## config.mk

```make
export PLATFORM = sky130hd
export DESIGN_NAME = rr_mux_arbiter_4x1
export DESIGN_NICKNAME = d
export VERILOG_FILES = /design/src/rtl/rr_mux_arbiter_4x1.sv
export SDC_FILE = /design/constraint.sdc
export NUM_CORES = 1
export LEC_CHECK = 0
export CAP_MARGIN = 5
export CORE_MARGIN = 2
export CORE_UTILIZATION = 44
export CTS_BUF_LIST = sky130_fd_sc_hd__clkbuf_8
export DETAILED_ROUTE_END_ITERATION = 8
export HOLD_SLACK_MARGIN = 0.06
export PLACE_DENSITY = 0.76
export SETUP_SLACK_MARGIN = 0.1
export SLEW_MARGIN = 25
export SYNTH_ARGS = -nofsm -noshare
export SYNTH_HDL_FRONTEND = slang
export SYNTH_SLANG_ARGS = --single-unit
```

## constraint.sdc

```tcl
create_clock -name clk -period 1.6 [get_ports clk]
set_input_delay 0.24 -clock clk [delete_from_list [all_inputs] [get_ports clk]]
set_output_delay 0.24 -clock clk [all_outputs]
set_load 0.02 [all_outputs]
```

## src/rtl/rr_mux_arbiter_4x1.sv

```systemverilog
// rtl/rr_mux_arbiter_4x1.sv - round-robin arbiter owning the select of a shared 4x1 mux
module rr_mux_arbiter_4x1 #(
    parameter int WIDTH    = 1,
    parameter int MAX_HOLD = 4
) (
    input  logic             clk,
    input  logic             rst,
    input  logic [3:0]       req,
    input  logic [WIDTH-1:0] i0,
    input  logic [WIDTH-1:0] i1,
    input  logic [WIDTH-1:0] i2,
    input  logic [WIDTH-1:0] i3,
    output logic [3:0]       gnt,
    output logic [1:0]       sel,
    output logic             valid,
    output logic [WIDTH-1:0] y
);

    // hold_cnt needs at least one bit even when MAX_HOLD is 1
    localparam int CW = (MAX_HOLD > 1) ? $clog2(MAX_HOLD) : 1;
    localparam logic [CW-1:0] HOLD_LAST = CW'(MAX_HOLD - 1);

    typedef enum logic {
        IDLE  = 1'b0,
        GRANT = 1'b1
    } state_t;

    state_t        state, state_nxt;
    logic [1:0]    last, last_nxt;
    logic [CW-1:0] hold_cnt, hold_nxt;
    logic [3:0]    gnt_nxt;
    logic [1:0]    sel_nxt;
    logic          valid_nxt;

    logic [1:0]    pick;
    logic [1:0]    pick_idx;
    logic          pick_found;
    logic          release_now;

    // Rotating search starting just after the most recent owner; the owner itself is tried last
    always_comb begin
        pick       = last;
        pick_idx   = last;
        pick_found = 1'b0;
        for (int i = 1; i <= 4; i++) begin
            pick_idx = last + 2'(i);
            if (!pick_found && req[pick_idx]) begin
                pick       = pick_idx;
                pick_found = 1'b1;
            end
        end
    end

    // Current owner gives up the mux when it stops requesting or its hold window is used up
    always_comb begin
        release_now = (!req[sel]) || (hold_cnt == HOLD_LAST);
    end

    // State register: grant, select, rotation pointer and hold counter
    always_ff @(posedge clk or posedge rst) begin
        if (rst) begin
            state    <= IDLE;
            gnt      <= 4'b0000;
            sel      <= 2'b00;
            valid    <= 1'b0;
            last     <= 2'b11;
            hold_cnt <= '0;
        end else begin
            state    <= state_nxt;
            gnt      <= gnt_nxt;
            sel      <= sel_nxt;
            valid    <= valid_nxt;
            last     <= last_nxt;
            hold_cnt <= hold_nxt;
        end
    end

    // Next-state: grant from idle, extend the current grant, or hand off in the same edge
    always_comb begin
        state_nxt = state;
        gnt_nxt   = gnt;
        sel_nxt   = sel;
        valid_nxt = valid;
        last_nxt  = last;
        hold_nxt  = hold_cnt;
        case (state)
            IDLE: begin
                if (req != 4'b0000) begin
                    state_nxt = GRANT;
                    gnt_nxt   = 4'b0001 << pick;
                    sel_nxt   = pick;
                    last_nxt  = pick;
                    valid_nxt = 1'b1;
                    hold_nxt  = '0;
                end
            end
            GRANT: begin
                if (!release_now) begin
                    hold_nxt = hold_cnt + 1'b1;
                end else if (req != 4'b0000) begin
                    // last already equals the releasing owner, so pick rotates away from it
                    gnt_nxt   = 4'b0001 << pick;
                    sel_nxt   = pick;
                    last_nxt  = pick;
                    valid_nxt = 1'b1;
                    hold_nxt  = '0;
                end else begin
                    state_nxt = IDLE;
                    gnt_nxt   = 4'b0000;
                    valid_nxt = 1'b0;
                    hold_nxt  = '0;
                end
            end
            default: begin
                state_nxt = IDLE;
                gnt_nxt   = 4'b0000;
                valid_nxt = 1'b0;
                hold_nxt  = '0;
            end
        endcase
    end

    // Output mux: selected input while a grant is active, zero otherwise
    always_comb begin
        y = '0;
        if (valid) begin
            case (sel)
                2'd0:    y = i0;
                2'd1:    y = i1;
                2'd2:    y = i2;
                default: y = i3;
            endcase
        end
    end

endmodule

```

==> results.tsv <==
stage	metric	value	unit
clocking	CTS clock-pin slew for the worst setup and hold paths	60	ps
die	Die ar.	1922	um2
final_layout	end-of-flow core utilization	69.66	%
drt	Via Count	608	
yosys	Syn Inst Count	60	
yosys	top cells by area, synth	dfrtp_1 36%, dfstp_2 7.5%, mux2i_1 4.3%	
critical_path	Worst path top cell family by delay	simple AND/OR/NAND/NOR gates	
final_layout	fin nets	103	
clocking	CTS buffer count	3	
grt	vias in the first global route	645	
die	chip width	43.84	um
final_layout	Fillers	104	
critical_path	worst r2r src	hold_cnt[0]	
power	peak supply drop	1337	uV
sta	RSZ-0062 raised after global routing	yes	
clocking	Post-CTS Repair Setup Buffers	0	
yosys	Post-synth EDFFs	0	
sta	Slew headroom	60.96	%
clocking	clk_lat worst skew	240	ps
drt	DRC Markers	0	
sta	Fin Setup TNS	-402.7	ps
drt	Antenna Nets Post-Route	0	
yosys	Synth warnings	0	
sta	Tcrit/Tclk final	106.7	%
yosys	Post-synth ARST share	100.0	%
placed_design	dpl ws	-434.4	ps
critical_path	Crit. End Element	flop	
yosys	synthesized netlist net count	71	
job	Max Cap Viol	0	
clocking	clk sinks	12	
yosys	#FFs+latches synth	12	
placed_design	Post-DP Area	965.9	um2
critical_path	crit-path cells	ha_2 > or3b_4 > o221a_4 > nor4b_4 > a22o_1	
drt	drt pass-1 iters	4	
drt	DR iter-0 viols	19	
critical_path	Startpoint Class	flop	
sta	Hold Vio Cnt, Final	0	
die	Top-Level Pins	18	
clocking	root buffer cell	clkbuf_8	
critical_path	Critical Path Start	hold_cnt[0]	
final_layout	growth of design area from synthesis to finish	48.57	%
grt	initial antenna violation count	0	
critical_path	critical path arrival	1830	ps
sta	Clock Skews	2.855	ps
power	P per Cell Area	2048	nW/um2
yosys	most common cell in the netlist	dfrtp_1	
critical_path	slowest cell on the critical path	dfrtp_1	
drt	final WL	1.628	mm
yosys	post-synth cell types	32	
min_path	min-delay worst type	input port to async pin	
final_layout	layout cell share with drive strength beyond 1	40.66	%
critical_path	CP Buf/Inv Count	0	
final_layout	fin area	1037	um2
yosys	Post-synth top cells	10 x dfrtp_1, 7 x nor2_1, 4 x a21oi_1	
critical_path	Worst Path Required	1720	ps
yosys	Synth top area share	35.84	%
status	failing checks	negative setup slack	
clocking	CTS max path bufs	2	
grt	global-route wire length before repair	2.725	mm
yosys	commonest register cell after synthesis	dfrtp_1	
die	Core ar.	1489	um2
power	P_leak	0.4789	nW
placed_design	PortBufs	17	
critical_path	CP Max Fanout	6	
yosys	post-synth top area cell	dfrtp_1	
sta	final setup margin	-107.9	ps
critical_path	Max stage delay on crit path	410	ps
die	Chip Height	43.84	um
sta	Slew Viols, Final	0	
drt	Wirelength per Cell	15.21	um
yosys	cell area after synthesis	698.2	um2
yosys	Avg Inst Size Synth	11.64	um2
yosys	register area share after synthesis	43.37	%
clocking	CTS tree	yes	
clocking	H-tree levels	1	
die	# rows	14	
sta	crit path time final	1708	ps
grt	GRT overflow	0	
grt	largest net degree at the start of global routing	13	
placed_design	post-DP HPWL	1.281	mm
clocking	hold buffers post-CTS	0	
sta	FMAX	585.5	MHz
grt	GR Util All Layers	19.45	%
final_layout	Antenna diodes	0	
sta	Worst Max-Slew Pin Slew	580.6	ps
status	outcome	finished with violations	
critical_path	Crit Path Category	flop to flop	
drt	post-DR vias/cell	5.682	
die	starting density of the core	46.89	%
placed_design	gpl congestion	0.7175	
sta	Setup-failing EPs final	9	
## logic make-up after synthesis
kind of cell	count (synthesis)	synth area share [%]
compound gates	18	21.51
simple gates	18	18.64
flops	12	43.37
buf+inv	6	5.555
mux	5	9.140
fa+ha+maj	1	1.792
## sequential cells by signal, indices dropped and copies added, names as in the netlist
| register | count |
|---|---|
| gnt | 4 |
| hold_cnt | 2 |
| last | 2 |
| sel | 2 |
| state | 1 |
| valid | 1 |
## area by class of cell
type	count	area, um2	share of cell area [%]
well taps	16	20.02	1.930
multi-input cells	42	379.1	36.55
inverters	3	11.26	1.086
clock buffers	4	55.05	5.308
repair buffers	30	266.5	25.69
flip-flops and latches	12	305.3	29.43
## cell usage in the layout (no fill, tap or decap), types with 2 or more instances in the layout
master,n
dfstp_2,2
dfrtp_1,8
dfrtp_2,2
nand3b_1,2
buf_4,13
a32o_2,2
mux2i_1,3
nor2_1,5
a22o_1,2
dlygate4sd2_1,4
inv_1,3
clkdlybuf4s50_1,11
clkbuf_8,4
or2b_1,2
a21oi_1,4
nor2_4,2
## metal layers
metal | track usage [%] | wire, um | vias to the layer above
met3 | 3.750 | 111 | 8
met5 | 0 | 0 | -
met2 | 31.47 | 772 | 25
met4 | 13.33 | 62 | 0
li1 | - | - | 290
met1 | 23.08 | 681 | 285
## per-stage QoR
stage                     cells  hold slack (ps)  power (mW)
after floorplan              60            103.1       1.291
after global placement      103            481.5       1.694
after detailed placement    103            488.1       1.741
after CTS                   107            320.8       2.081
after global routing        107            363.5       2.255
final                       107            308.3       2.125
## worst reg2reg max path, cell delays in order (launching register included)
cell and delay (ps):
dfrtp_1 410, ha_2 190, or3b_4 380, o221a_4 260, nor4b_4 150, a22o_1 210
## final timing paths
check | endpoint | slack [ps] | depth (start not counted)
worst max register to register | gnt[0] | -110 | 5
min in group clk | gnt[1] | 500 | 1
max in group asynchronous | sel[0] | 960 | 2
worst min register to register | gnt[1] | 500 | 1
worst max-delay path | gnt[0] | -110 | 5
worst min-delay path | gnt[1] | 310 | 2
## power breakdown
group          switching [mW]  internal [mW]  total, mW  leakage (nW)
clock network           0.112          0.217      0.329        0.0288
logic                   0.552          0.671       1.22         0.311
registers               0.116          0.457      0.573         0.139
total                   0.780           1.34       2.12         0.479
## what timing repair did
| item | 4_1_cts | 5_1_grt |
|---|---|---|
| setup endpoints to repair | 13 | 12 |
| pin swaps | 2 | 1 |
| cloned | 0 | 0 |
| gates resized for setup | 11 | 6 |
No activity file was read; power rests on OpenSTA's default activity.
